**src/rtl/led_sequencer.sv**
```systemverilog
// led_sequencer
//   Parametrised LED pattern engine. A WIDTH-bit pattern register is advanced
//   at a programmable rate (free-run, div+1 clocks per advance) or by single
//   steps, in one of four modes: rotate left, rotate right, bounce, binary count.
//
// Ports
//   clk       clock
//   rst       asynchronous, active-high reset
//   enable    free-run advance at the divided rate
//   mode      0 rotate left, 1 rotate right, 2 bounce, 3 binary count
//   div       advance period minus one, in clk cycles
//   step      single-cycle advance when enable=0 (ignored while enable=1)
//   load      load pattern from load_val (overrides a coincident advance)
//   load_val  pattern to load
//   led       LED drive, inverted pattern when ACTIVE_LOW=1
//   tick      one-cycle strobe marking the first cycle of a new pattern
//   dir       bounce direction: 0 toward MSB, 1 toward LSB
module led_sequencer #(
  parameter int unsigned WIDTH      = 8,
  parameter int unsigned DIV_W      = 24,
  parameter bit          ACTIVE_LOW = 1'b1
) (
  input  logic             clk,
  input  logic             rst,
  input  logic             enable,
  input  logic [1:0]       mode,
  input  logic [DIV_W-1:0] div,
  input  logic             step,
  input  logic             load,
  input  logic [WIDTH-1:0] load_val,
  output logic [WIDTH-1:0] led,
  output logic             tick,
  output logic             dir
);

  typedef enum logic [1:0] {
    MODE_ROL    = 2'd0,
    MODE_ROR    = 2'd1,
    MODE_BOUNCE = 2'd2,
    MODE_COUNT  = 2'd3
  } mode_e;

  logic [WIDTH-1:0] pat_q, pat_d;
  logic [DIV_W-1:0] cnt_q, cnt_d;
  logic             dir_q, dir_d;
  logic             tick_q, tick_d;
  logic             cnt_done;
  logic             adv;
  mode_e            mode_sel;

  always_comb begin
    mode_sel = mode_e'(mode);
    // >= rather than == so a div lowered below the running count fires at once
    cnt_done = (cnt_q >= div);
    adv      = enable ? cnt_done : step;
  end

  always_comb begin
    pat_d  = pat_q;
    dir_d  = dir_q;
    cnt_d  = cnt_q + DIV_W'(1);
    tick_d = adv & ~load;

    if (!enable || cnt_done || load) begin
      cnt_d = '0;
    end

    if (load) begin
      pat_d = load_val;
      dir_d = 1'b0;
    end else if (adv) begin
      unique case (mode_sel)
        MODE_ROL:   pat_d = {pat_q[WIDTH-2:0], pat_q[WIDTH-1]};
        MODE_ROR:   pat_d = {pat_q[0], pat_q[WIDTH-1:1]};
        MODE_BOUNCE: begin
          // Turn around on reaching an end so each end is shown for one advance
          if (!dir_q) begin
            if (pat_q[WIDTH-1]) begin
              dir_d = 1'b1;
              pat_d = pat_q >> 1;
            end else begin
              pat_d = pat_q << 1;
            end
          end else begin
            if (pat_q[0]) begin
              dir_d = 1'b0;
              pat_d = pat_q << 1;
            end else begin
              pat_d = pat_q >> 1;
            end
          end
        end
        MODE_COUNT: pat_d = pat_q + WIDTH'(1);
        default:    pat_d = pat_q;
      endcase
    end
  end

  always_ff @(posedge clk or posedge rst) begin
    if (rst) begin
      pat_q  <= WIDTH'(1);
      cnt_q  <= '0;
      dir_q  <= 1'b0;
      tick_q <= 1'b0;
    end else begin
      pat_q  <= pat_d;
      cnt_q  <= cnt_d;
      dir_q  <= dir_d;
      tick_q <= tick_d;
    end
  end

  always_comb begin
    led  = ACTIVE_LOW ? ~pat_q : pat_q;
    tick = tick_q;
    dir  = dir_q;
  end

endmodule

```
**config.mk**
```make
export PLATFORM = sky130hd
export DESIGN_NAME = led_sequencer
export DESIGN_NICKNAME = d
export VERILOG_FILES = /design/src/rtl/led_sequencer.sv
export SDC_FILE = /design/constraint.sdc
export NUM_CORES = 1
export LEC_CHECK = 0
export ABC_CLOCK_PERIOD_IN_PS = 3400
export BUFFER_PORTS_ARGS = -buffer_cell sky130_fd_sc_hd__buf_2
export CAP_MARGIN = 20
export CORE_MARGIN = 2
export CORE_UTILIZATION = 30
export CTS_CLUSTER_SIZE = 10
export DETAILED_ROUTE_END_ITERATION = 7
export GPL_ROUTABILITY_DRIVEN = 0
export GPL_TIMING_DRIVEN = 0
export PLACE_DENSITY = 0.49
export SLEW_MARGIN = 40
export SYNTH_ARGS = -nofsm -noshare
export SYNTH_HDL_FRONTEND = slang
export SYNTH_SLANG_ARGS = --single-unit
export TNS_END_PERCENT = 100
```
**constraint.sdc**
```tcl
create_clock -name clk -period 3.4 [get_ports clk]
set_input_delay 0.17 -clock clk [delete_from_list [all_inputs] [get_ports clk]]
set_output_delay 0.17 -clock clk [all_outputs]
set_load 0.02 [all_outputs]
```
==> flow_summary.yaml <==
placement:
  hpwlAfterDp_um: 4710
  dp_cells: 449
  numPortBuffers: 48
setup_path:
  cpPeakStageDelay_ps: 430
  crit_family: "simple AND/OR/NAND/NOR gates"
  path_cells: "ha_1, nand4_1, nor4_2, o2111ai_1, o211ai_1, nand2_1, o221a_1"
  path_class: "register to register"
  path_max_fanout: 9
  crit_path_top_delay_cell: "dfrtp_1"
  cp-start-kind: "register"
  critPathBufInv: 0
  crit_required_ps: 3570
  setup.worst_path.end_class: "register"
  arrival_ps: 2760
global_route:
  grtUsageTotal: 0.145
  antenna_found_initial: 0
  gr-usage-met3: 0.0313
  grt_overflow: 0
  grt_pass1_vias: 2284
  grt_busiest_layer: "met2"
  grt_util_met1: 0.176
  grt_start_max_net_pins: 35
  grt_pass1_wl_um: 10400
  met2_usage: 0.252
clock_tree:
  post-cts-setup-buffers: 0
  cts_root_buf: "clkbuf_8"
  cts_htree_levels: 2
  clk_latency_ps: 290
  clockBufferDepth: 2
  cts_tree: "built"
  cts_sinks: 34
  numCtsBuffers: 5
  clk_pin_slew_ps: 70
logic_synthesis:
  async_flop_share: 1.00
  yosysWarnings: 0
  netlist_area_mm2: 0.00255
  syn_nets: 362
  synth-edff-count: 0
  synth.distinct_cells: 39
  ys_ff_latch: 34
  synth.avg_cell_area_um2: 8.62
  synth_top_flop_cell: "dfrtp_1"
  netlist_instances: 296
  ys_seq_area_frac: 0.334
cells_and_area:
  regArea_um2: 852
  fillers: 890
  drive_gt1_frac: 0.184
  num_antenna_cells: 0
  fin_cells: 458
  layout.nets: 418
  area_growth_pct: 18.6
  multi_input_area_mm2: 0.00152
  final_core_util: 0.368
drt:
  wl_per_cell_um: 13.1
  route.detailed.drc: 0
  drtPass1Iterations: 5
  totalWireLength_um: 6000
  drt-initial-drc-count: 106
  viasPerCell: 4.78
  drtAntennaViolNets: 0
  vias: 2191
timing:
  period_needed_ps: 2600
  setup_tns_ps: 0
  drv_slew: 0
  finalHoldViolCount: 0
  period_share: 0.764
  max_slew_margin: 0.601
  fin_hold_ws_ps: 108
  worst_pin_slew_ps: 597
  rsz0062_at_grt: "no"
  fmax_mhz: 385
  setup_viol_count_final: 0
  fin_skew_ps: 7.68
power:
  clkPwrFrac: 0.322
  power.switching_w: 0.000294
  power_density_mw_per_mm2: 321
  ir_drop_mv: 0.155
  p_comb_frac: 0.227
  p_sw_frac: 0.303
  seqPwrFrac: 0.451
  p_int_w: 0.000676
  leakagePower_nw: 1.52
die:
  initial_core_util: 0.310
  die_w_um: 96.2
  die_y_um: 96.2
  rows: 33
  core_area_mm2: 0.00822
  dieArea_mm2: 0.00926
  pin_count: 49
min_path:
  hp-class: "primary input to register"
status:
  outcome: "finished clean"
job:
  cap_violations: 0
==> routing by layer <==
layer  up-vias  part of all wire
met4         0             0.015
met5         -                 0
li1       1131                 -
met2        50              0.47
met1       998              0.47
met3        12             0.044
==> worst paths after layout <==
check	start	end	slack (ps)	depth (start not counted)
worst max register to register	cnt_q[19]	pat_q[6]	800	7
min in group asynchronous	rst	cnt_q[19]	470	3
worst min-delay path	load_val[7]	pat_q[7]	110	3
max in group asynchronous	rst	pat_q[0]	2530	3
worst min register to register	cnt_q[23]	cnt_q[23]	560	2
worst max-delay path	cnt_q[19]	pat_q[6]	800	7
==> sequential cells by signal, summed over array words and instances, names as in the netlist <==
name	count
tick	1
cnt_q	24
dir	1
pat_q	8
==> per-stage QoR <==
step,area (um^2),total power [W],setup slack [ps]
CTS,3010,0.000982,800
global placement,2920,0.000664,841
detailed placement,2920,0.000667,822
global route,3030,0.00103,636
floorplan,2550,0.000593,1320
finish,3030,0.000970,804
==> synth_stat cells (2+ instances only) <==
master     number  share of area
a21oi_1        11          0.022
a221o_1         4          0.016
and3_1          5          0.012
and4_1          3          0.010
buf_2           2         0.0039
clkbuf_1        6         0.0088
dfrtp_1        33           0.32
ha_1           27           0.13
inv_1          39          0.057
mux2i_1         2         0.0078
nand2_1        22          0.032
nand2b_1       10          0.025
nand3_1        23          0.045
nand4_1         3         0.0074
nor2_1         36          0.053
nor3_1          2         0.0039
nor4_2          2         0.0098
o2111ai_1       2         0.0069
o211ai_1        2         0.0059
o21ai_0        10          0.020
o221a_1         7          0.031
o221ai_1        2         0.0069
xnor2_1        11          0.038
xor2_1         17          0.058
==> area by class of cell <==
cell class,instances,share of cell area
sequential,34,0.282
clock buffer,7,0.0285
clock inverter,1,0.00165
tap,105,0.0434
buffer,8,0.0108
inverter,39,0.0488
timing repair buffer,49,0.0827
multi-input combinational,215,0.502
==> what timing repair did <==
| item | in CTS | in global routing |
|---|---|---|
| endpoints found under the setup margin | 0 | 0 |
| endpoints found under the hold margin | 0 | 33 |
| hold buffers | 0 | 1 |
| gates resized for setup | 0 | 0 |
==> worst register-to-register path, stage by stage (launching register included) <==
cell       delay [ps]
dfrtp_1           430
ha_1              340
nand4_1           160
nor4_2            410
o2111ai_1         270
o211ai_1          240
nand2_1           320
o221a_1           310
==> kinds of logic (layout without fill, tap and decap cells) <==
kind of cell,count (synthesis),after routing,share of synthesized area
AOI/OAI and AO/OA,49,49,0.151
adders and majority gates,27,27,0.132
muxes,2,2,0.00785
and+or+nand+nor,109,109,0.209
xor gates and xnor gates,28,28,0.0961
DFF,34,34,0.334
buffers and inverters,47,104,0.0701
==> power groups by stage <==
stage          combinational, W  sequential, W  clock, W
5_1_grt                0.000248       0.000441  0.000344
4_1_cts                0.000223       0.000438  0.000321
3_5_place_dp           0.000221       0.000446         0
3_3_place_gp           0.000219       0.000446         0
2_1_floorplan          0.000152       0.000440         0
6_report               0.000220       0.000437  0.000313
==> cells in the final DEF, fill, tap and decap left out, types with 3 or more instances in the layout <==
cell type,n
buf_2,50
clkbuf_8,6
inv_1,38
o21ai_0,10
xnor2_1,11
a21oi_1,11
and4_1,3
nand4_1,3
and3_1,5
ha_1,27
o221a_1,7
nand3_1,23
xor2_1,17
nor2_1,36
dfrtp_1,33
a221o_1,4
nand2b_1,10
nand2_1,22
clkbuf_1,7
Power figures use the tool's default switching activity.
